**config.mk**
```make
export PLATFORM = sky130hd
export DESIGN_NAME = div_seq
export DESIGN_NICKNAME = d
export VERILOG_FILES = /design/src/rtl/div_seq.sv
export SDC_FILE = /design/constraint.sdc
export NUM_CORES = 1
export LEC_CHECK = 0
export ABC_CLOCK_PERIOD_IN_PS = 17600
export BUFFER_PORTS_ARGS = -buffer_cell sky130_fd_sc_hd__buf_4
export CAP_MARGIN = 20
export CELL_PAD_IN_SITES_DETAIL_PLACEMENT = 0
export CELL_PAD_IN_SITES_GLOBAL_PLACEMENT = 1
export CORE_ASPECT_RATIO = 0.75
export CORE_MARGIN = 4
export CORE_UTILIZATION = 45
export CTS_BUF_LIST = sky130_fd_sc_hd__clkbuf_4 sky130_fd_sc_hd__clkbuf_8 sky130_fd_sc_hd__clkbuf_16
export DETAILED_ROUTE_END_ITERATION = 8
export GPL_TIMING_DRIVEN = 0
export HOLD_SLACK_MARGIN = 0.12
export PLACE_DENSITY = 0.79
export SYNTH_ARGS = -nofsm -noshare
export SYNTH_HDL_FRONTEND = slang
export SYNTH_SLANG_ARGS = --single-unit
```
**constraint.sdc**
```tcl
create_clock -name clk -period 17.6 [get_ports clk]
set_clock_uncertainty 0.15 [all_clocks]
set_input_delay 2.64 -clock clk [delete_from_list [all_inputs] [get_ports clk]]
set_output_delay 2.64 -clock clk [all_outputs]
set_load 0.02 [all_outputs]
```
**src/rtl/div_seq.sv**
```systemverilog
// Multi-cycle restoring shift-subtract divider for the Y86-64 execute stage.
// Signed or unsigned 64-bit operands; one quotient bit per clock, one-cycle done pulse.
module div_seq #(
  parameter int WIDTH = 64
) (
  input  logic             clk,
  input  logic             rst,
  input  logic             start,
  input  logic             sign,
  input  logic [WIDTH-1:0] dividend,
  input  logic [WIDTH-1:0] divisor,
  output logic             busy,
  output logic             done,
  output logic [WIDTH-1:0] quotient,
  output logic [WIDTH-1:0] remainder,
  output logic             dz,
  output logic             ovf
);

  localparam int CW = $clog2(WIDTH);
  localparam logic [WIDTH-1:0] MIN_NEG = {1'b1, {(WIDTH-1){1'b0}}};

  typedef enum logic [1:0] {IDLE, CALC, DONE} state_t;

  state_t state, state_nxt;

  logic [WIDTH-1:0] dvd_r;    // shifts out dividend bits, shifts in quotient bits
  logic [WIDTH-1:0] dvs_r;
  logic [WIDTH-1:0] prem_r;
  logic [CW-1:0]    cnt_r;
  logic             qneg_r, rneg_r, dz_r, ovf_r;

  logic             accept, div_zero, last_iter, fits;
  logic [WIDTH-1:0] dividend_abs, divisor_abs, rem_sub;
  logic [WIDTH:0]   shifted;
  logic [WIDTH-1:0] q_final, r_final;

  assign accept    = (state == IDLE) && start;
  assign div_zero  = (divisor == '0);
  assign last_iter = (cnt_r == CW'(WIDTH - 1));

  assign dividend_abs = (sign && dividend[WIDTH-1]) ? -dividend : dividend;
  assign divisor_abs  = (sign && divisor[WIDTH-1])  ? -divisor  : divisor;

  // The partial remainder is always below the divisor, so the difference fits WIDTH bits.
  assign shifted = {prem_r, dvd_r[WIDTH-1]};
  assign fits    = (shifted >= {1'b0, dvs_r});
  assign rem_sub = shifted[WIDTH-1:0] - dvs_r;

  // State register
  // NOTE: every clocked process uses non-blocking assignments so all flops update together.
  always_ff @(posedge clk or posedge rst) begin
    if (rst) state <= IDLE;
    else     state <= state_nxt;
  end

  // Next-state logic
  always_comb begin
    // NOTE: defaulting first keeps this block combinational on every path (no latch).
    state_nxt = state;
    unique case (state)
      IDLE: if (start) state_nxt = div_zero ? DONE : CALC;
      CALC: if (last_iter) state_nxt = DONE;
      DONE: state_nxt = IDLE;
      default: state_nxt = IDLE;
    endcase
  end

  // Output logic: sign-corrected results presented to the output registers in DONE
  always_comb begin
    q_final = qneg_r ? -dvd_r  : dvd_r;
    r_final = rneg_r ? -prem_r : prem_r;
  end

  // Datapath: operand capture and one restoring iteration per CALC cycle
  always_ff @(posedge clk or posedge rst) begin
    if (rst) begin
      dvd_r  <= '0;
      dvs_r  <= '0;
      prem_r <= '0;
      cnt_r  <= '0;
      qneg_r <= 1'b0;
      rneg_r <= 1'b0;
      dz_r   <= 1'b0;
      ovf_r  <= 1'b0;
    end else begin
      unique case (state)
        IDLE: if (start) begin
          cnt_r <= '0;
          dz_r  <= div_zero;
          ovf_r <= sign && (dividend == MIN_NEG) && (&divisor);
          if (div_zero) begin
            // Divide-by-zero presets: all-ones quotient, dividend passed through untouched.
            dvd_r  <= '1;
            prem_r <= dividend;
            qneg_r <= 1'b0;
            rneg_r <= 1'b0;
          end else begin
            dvd_r  <= dividend_abs;
            dvs_r  <= divisor_abs;
            prem_r <= '0;
            qneg_r <= sign && (dividend[WIDTH-1] ^ divisor[WIDTH-1]);
            rneg_r <= sign && dividend[WIDTH-1];
          end
        end
        CALC: begin
          dvd_r  <= {dvd_r[WIDTH-2:0], fits};
          prem_r <= fits ? rem_sub : shifted[WIDTH-1:0];
          cnt_r  <= cnt_r + CW'(1);
        end
        default: ;
      endcase
    end
  end

  // Registered outputs: held stable until the next DONE
  always_ff @(posedge clk or posedge rst) begin
    if (rst) begin
      busy      <= 1'b0;
      done      <= 1'b0;
      quotient  <= '0;
      remainder <= '0;
      dz        <= 1'b0;
      ovf       <= 1'b0;
    end else begin
      done <= (state == DONE);
      if (accept)
        busy <= 1'b1;
      else if (state == DONE)
        busy <= 1'b0;
      if (state == DONE) begin
        quotient  <= q_final;
        remainder <= r_final;
        dz        <= dz_r;
        ovf       <= ovf_r;
      end
    end
  end

endmodule
```
==> summary.txt, run 1 <==
Setup path
  – CP max-delay cell: or4_1
  – Crit path DAT: 7410 ps
  – Worst setup SP type: input pin
  – Crit path cell chain: buf_4 > or4_1 > or4_1 > nand2b_1 > or3_1 > clkbuf_1 > nor3_1 > nand2_1 > nand3_1 > buf_2 > buf_2 > o21ai_0
  – CP max FO: 10
  – Crit-path max cell delay: 590 ps
  – Worst setup path class: in2reg
  – CP required: 17870 ps
  – Crit. End Element: flip-flop

Flow run
  – Maxcap violations: 0

Power
  – Max VDD drop: 0.0001150 V
  – Combinational Power Share: 60.7%
  – Static Leak: 12.26 nW
  – Reg power frac: 25.0%
  – Power Internal: 3.061 mW
  – Switch Pwr: 3.237 mW
  – PD cells: 225.4 nW/µm²
  – Switching part of the total: 51.40%
  – Total power draw: 6.298 mW
  – Power share of the clock group: 14.3%

Die
  – Die W: 272.2 µm
  – Die area: 56100 µm²
  – Die Y: 206.1 µm
  – # rows: 72
  – Io pins: 264
  – Starting Density: 45.63%
  – Core area: 51620 µm²

Clock network
  – Root Buffer: clkbuf_16
  – Setup Fix Bufs, Post-CTS: 0
  – # clock sinks: 336
  – H-tree levels: 2
  – Num CTS Buffers: 39
  – Hold Buf Count CTS: 0
  – Clock transition at path regs: 60 ps
  – Post-CTS Resized: 0
  – Clock Tree Buf Depth: 3
  – Worst-skew pair later-pin latency: 580 ps
  – CTS tree: yes

Placed design
  – DP HPWL: 78.49 mm
  – Final RePlAce weighted congestion: 0.9677
  – Pre-CTS worst setup slack: 9950 ps
  – PortBufs: 257

STA
  – Slew Limit Headroom: 23.59%
  – Max Clock Freq: 140.2 MHz
  – RSZ-0062 raised after global routing: no
  – Hold Vio Cnt, Final: 0
  – Worst-margin pin slew: 1136 ps
  – Final cycle utilization of the critical path: 40.53%
  – Crit path time final: 7134 ps
  – Max Slew Vio Count: 0
  – Setup Viol. Count Final: 0
  – Fin worst setup slack: 10470 ps
  – Fin Setup TNS: 0 ps

Drt
  – Drt wl/cell: 24.71 µm
  – Detail Route Antenna Nets: 0
  – DR pass1 iterations: 5
  – Vias per cell: 6.141
  – DRC viols: 0
  – Drt initial violations: 2649
  – DRT Wirelength: 98.34 mm
  – Via Count: 24430

Synthesis
  – Syn Nets: 3140
  – Syn Inst Count: 2937
  – Most frequent cell after synthesis: nand2_1
  – Post-synth top area cell: dfrtp_1
  – Largest cells by area after synthesis: dfrtp_1 (36%), xor2_1 (7.5%), o21ai_0 (7.2%)
  – Synth Cell Area: 23550 µm²
  – Syn Area/Cell: 8.020 µm²
  – Seq/Total Area, Yosys: 35.70%
  – #FFs+latches synth: 336
  – Post-synth top cells: nand2_1 (394), o21ai_0 (337), dfrtp_1 (336)
  – Number of synthesized flops with an enable pin: 0
  – Synth Warn #: 0
  – Synth unique cells: 78
  – Asr flop ratio synth: 100.0%
  – Ys flop type: dfrtp_1
  – Post-synth top area share: 35.70%

Global routing
  – First-pass GRT wire length: 146.6 mm
  – Vias in the first global route: 23690
  – GRT Total Usage: 34.14%
  – Largest net degree at the start of global routing: 125
  – Grt total ovfl: 0
  – Initial antenna violation count: 7

Min path
  – Hold crit path type: reg2reg

Layout
  – Nets: 3446
  – Syn-to-layout area delta: 18.65%
  – Fraction of layout cells with a size suffix above 1: 12.32%
  – Final core occ: 54.14%

Run status
  – Status: completed
through the flow:
step                      hold slack (ps)  cells  instance area [µm²]
final                               324.9   3979                27950
after global routing                344.9   3975                27940
after CTS                           329.7   3972                27900
after detailed placement            314.5   3902                26490
after global placement              305.5   3897                26360
after floorplan                     288.6   2937                23550
cell type report:
class,count,area [µm²]
plain buffers,178,763.2
fillers,4956,23670
flip-flops and latches,336,8408
clock buffers,56,1190
inverters,108,412.9
diodes,4,10.01
clock inverters,14,224.0
repair buffers,265,2074
well taps,703,879.6
multi-input cells,2315,13980
sequential cells by signal, summed over array words and instances, names as in the netlist, 2 cells and up:
name and flops:
state 2, dvd_r 64, quotient 64, prem_r 64, remainder 64, dvs_r 64, cnt_r 6
layer usage:
layer | vias up | routed length [µm] | global-route usage, %
li1 | 11080 | - | -
met1 | 11980 | 44850 | 50.43
met2 | 1194 | 40540 | 49.90
met3 | 174 | 9792 | 7.544
met4 | 2 | 3131 | 10.40
met5 | - | 20 | 0
power by group through the flow:
stage          Sequential (mW)  Clock [mW]  Combinational (mW)
2_1_floorplan             1.60           0                2.33
3_3_place_gp              1.56           0                3.68
3_5_place_dp              1.57           0                3.73
4_1_cts                   1.56       0.911                3.76
5_1_grt                   1.61       0.946                4.17
6_report                  1.58       0.902                3.82
cells by family after synthesis:
group,count (synthesis),synth area share [%]
multiplexers,52,2.284
XOR/XNOR,299,11.12
AND/OR/NAND/NOR,952,19.09
adder cells (fa/ha/maj),71,3.803
flip-flops,336,35.70
buffers and inverters,286,4.961
AO/OA/AOI/OAI,941,23.05
path summary, 6_finish.rpt:
kind | from | end | slack (ps) | depth (start not counted)
worst min-delay path | remainder[46] | remainder[46] | 320 | 2
max in group asynchronous | rst | quotient[10] | 14200 | 4
worst max-delay path | divisor[4] | state[0] | 10470 | 12
worst min register to register | remainder[46] | remainder[46] | 320 | 2
min in group asynchronous | rst | remainder[43] | 1850 | 2
worst max register to register | prem_r[27] | prem_r[47] | 12210 | 14
cells in the final DEF, fill, tap and decap left out, drive strengths merged, types with 10 or more instances in the layout:
cell    netlist  final
clkbuf      150    206
mux2         14     14
o41ai        32     32
nand4        48     48
o31ai        67     67
buf          27    291
dfrtp       336    336
nor2        207    207
xor2        201    201
or4          38     38
a21o         36     36
or3          35     35
or2          10     10
ha           70     70
and3         35     35
a211oi       13     13
nand2       395    395
nor4         38     38
mux2i        38     38
a21oi       326    326
a31oi        37     37
inv         108    110
nor3         54     54
xnor2        98     98
nand2b       13     13
nand3        41     41
o22ai        20     20
o21ai       345    345
worst max-delay path: cells and delay by family:
family / cells / cell delay, ps
AO/OA/AOI/OAI: 1 / 140
AND/OR/NAND/NOR: 7 / 3490
buffers and inverters: 4 / 1110
Power figures use the tool's default switching activity.
==> run 2, diff against run 1 <==
Settings changed: ABC_CLOCK_PERIOD_IN_PS 17600 to 6000, CORE_UTILIZATION 45 to 41, PLACE_DENSITY 0.79 to 0.76.
Clock period 17.6 ns to 6 ns, I/O delays scaled along.
==> summary.txt, run 2 (synthesis gave the netlist of run 1 again) <==
Drt
  – DRT Wirelength: 100.0 mm (+1.7%)
  – Drt wl/cell: 24.70 µm (about the same)
  – DR pass1 iterations: 6 (+1)
  – DRC viols: 0 (unchanged)
  – Vias per cell: 6.029 (-1.8%)
  – Via Count: 24410 (-0.12%)
  – Detail Route Antenna Nets: 0 (unchanged)
  – Drt initial violations: 2444 (-7.7%)

STA
  – RSZ-0062 raised after global routing: no
  – Crit path time final: 5440 ps
  – Worst-margin pin slew: 1230 ps (+94.12 ps)
  – Fin worst setup slack: 560.2 ps (-9906 ps)
  – Max Clock Freq: 183.8 MHz
  – Setup Viol. Count Final: 0 (unchanged)
  – Max Slew Vio Count: 0 (unchanged)
  – Slew Limit Headroom: 18.02% (-5.6 points)
  – Hold Vio Cnt, Final: 0 (unchanged)
  – Final cycle utilization of the critical path: 90.66%

Layout
  – Multi-input logic area: 13980 µm² (unchanged)
  – Fraction of layout cells with a size suffix above 1: 12.37% (+0.050 points)
  – Filler instances: 5607 (+13%)
  – Most common cell after layout, fill and taps aside: nand2_1
  – Final core occ: 49.67% (-4.5 points)
  – Syn-to-layout area delta: 18.94%
  – Register area: 8408 µm² (unchanged)
  – Most frequent cells in the layout: nand2_1 (394), o21ai_0 (337), dfrtp_1 (336)
  – Nets: 3452 (+0.17%)

Setup path
  – Worst setup path class: reg2reg
  – R2r setup slk: 560 ps (-11650 ps)
  – Crit path DAT: 5740 ps (-1670 ps)
  – Crit path cell chain: ha_1 > clkbuf_1 > a21o_1 > a21o_1 > a221oi_1 > o221a_2 > o21ai_0 > o21ba_2 > o21ai_1 > a21o_1 > clkbuf_1 > buf_1 > mux2i_1 > a21oi_1
  – CP dominant cell by count: a21o_1
  – Crit. End Element: flip-flop
  – Crit-path max cell delay: 780 ps (+190 ps)
  – Worst r2r dst: prem_r[12]
  – CP required: 6300 ps (-11570 ps)
  – CP max-delay cell: buf_1
  – R2R depth: 14 (unchanged)
  – CP max FO: 10 (unchanged)
  – Worst setup SP type: flip-flop
  – Reg2reg start: prem_r[27]

Min path
  – Hold crit path type: reg2reg
  – Beginning of the worst hold path: quotient[56]
  – Worst hold path depth: 2 (unchanged)
  – Min-Delay Endpoint: quotient[56]

Power
  – Static Leak: 12.25 nW (about the same)
  – Switching part of the total: 51.73% (+0.33 points)
  – PD cells: 655.6 nW/µm² (+190%)
  – Reg power frac: 25.2% (+0.2 points)
  – Max VDD drop: 0.0002702 V (+130%)
  – Power Internal: 8.866 mW (+190%)
  – Power share of the clock group: 13.8% (-0.5 points)
  – Switch Pwr: 9.501 mW (+190%)
  – Combinational Power Share: 61.0% (+0.3 points)

Global routing
  – Met1 usage: 48.34% (-2.1 points)
  – Largest net degree at the start of global routing: 44 (-65%)
  – GR Util met2: 44.74% (-5.2 points)
  – First-pass GRT wire length: 148.4 mm (+1.2%)
  – Grt peak-use layer: met1
  – Grt total ovfl: 0 (unchanged)
  – Vias in the first global route: 23350 (-1.4%)
  – GRT Total Usage: 31.42% (-2.7 points)
  – M3 GR Usage: 6.445% (-1.1 points)
  – Initial antenna violation count: 8 (+1)

Clock network
  – Clock transition at path regs: 70 ps (about the same)
  – Setup Fix Bufs, Post-CTS: 0 (unchanged)
  – CTS tree: yes
  – # clock sinks: 336 (unchanged)
  – Num CTS Buffers: 39 (unchanged)
  – Root Buffer: clkbuf_16
  – Worst-skew pair later-pin latency: 580 ps (about the same)
  – H-tree levels: 2 (unchanged)
  – Clock Tree Buf Depth: 3 (unchanged)

Flow run
  – Maxcap violations: 0 (unchanged)

Die
  – Starting Density: 41.76% (-3.9 points)
  – Core area: 56400 µm² (+9.3%)
  – Die W: 284.8 µm (+4.6%)
  – Die Y: 215.6 µm (+4.6%)
  – Die area: 61390 µm² (+9.4%)
  – # rows: 75 (+4.2%)
  – Io pins: 264 (unchanged)

Placed design
  – Pre-CTS worst setup slack: 93.18 ps (-9856 ps)
  – DP HPWL: 80.30 mm (+2.3%)
  – PortBufs: 257 (unchanged)
  – Final RePlAce weighted congestion: 0.9532 (-1.5%)

Run status
  – Status: completed
-- run 2: routing by layer --
| metal | wire length, µm | part of all wire [%] | up-vias |
|---|---|---|---|
| met5 | 24 | 0.024 | - |
| met4 | 2329 | 2.3 | 4 |
| met3 | 8818 | 8.8 | 139 |
| met2 | 41180 | 41 | 1077 |
| met1 | 47650 | 48 | 12090 |
| li1 | - | - | 11090 |
-- run 2: how the worst max path moves through the flow --
stage	startpoint	endpoint	slack, ps	depth (start not counted)
after floorplan	rst	busy	460	1
after global placement	rst	quotient[16]	-1610	2
after detailed placement	divisor[4]	state[0]	90	12
after CTS	prem_r[7]	prem_r[52]	540	13
after global routing	prem_r[27]	prem_r[47]	360	14
final	prem_r[27]	prem_r[12]	560	14
-- run 2: power groups by stage --
stage,Combinational (mW),Clock (mW),Sequential (mW)
final,11.2,2.53,4.63
after global routing,12.2,2.65,4.75
after CTS,11.0,2.57,4.59
after detailed placement,11.0,0,4.62
after global placement,10.9,0,4.59
after floorplan,6.82,0,4.70
-- run 2: cell type report --
type	instances	share of cell area, %
diodes	3	0.02680
plain buffers	178	2.724
clock buffers	47	3.787
clock inverters	20	0.8754
inverters	108	1.460
multi-input cells	2315	49.92
flip-flops and latches	336	30.01
well taps	770	3.439
repair buffers	271	7.753
-- run 2: per-stage QoR --
step	instances	total power, mW	instance area, µm²	hold WS [ps]	setup TNS [ps]
after global placement	3964	15.45	26450	304.3	-512490
after CTS	4042	18.20	27980	334.9	0
after detailed placement	3974	15.59	26670	319.6	0
final	4048	18.37	28010	327.9	0
after floorplan	2937	11.52	23560	288.6	0
after global routing	4046	19.64	28010	359.8	0
-- run 2: what timing repair did --
| action | 4_1_cts | 5_1_grt |
|---|---|---|
| hold buffers | 1 | 0 |
| resized for setup | 0 | 0 |
| hold endpoints to repair | 3 | 0 |
-- run 2: critical path: cells and delay by family, from the launching register on --
kind | cells | cell delay [ps]
fa+ha+maj | 1 | 300
mux | 1 | 300
buf+inv | 3 | 1590
compound gates | 9 | 2390
flops | 1 | 570
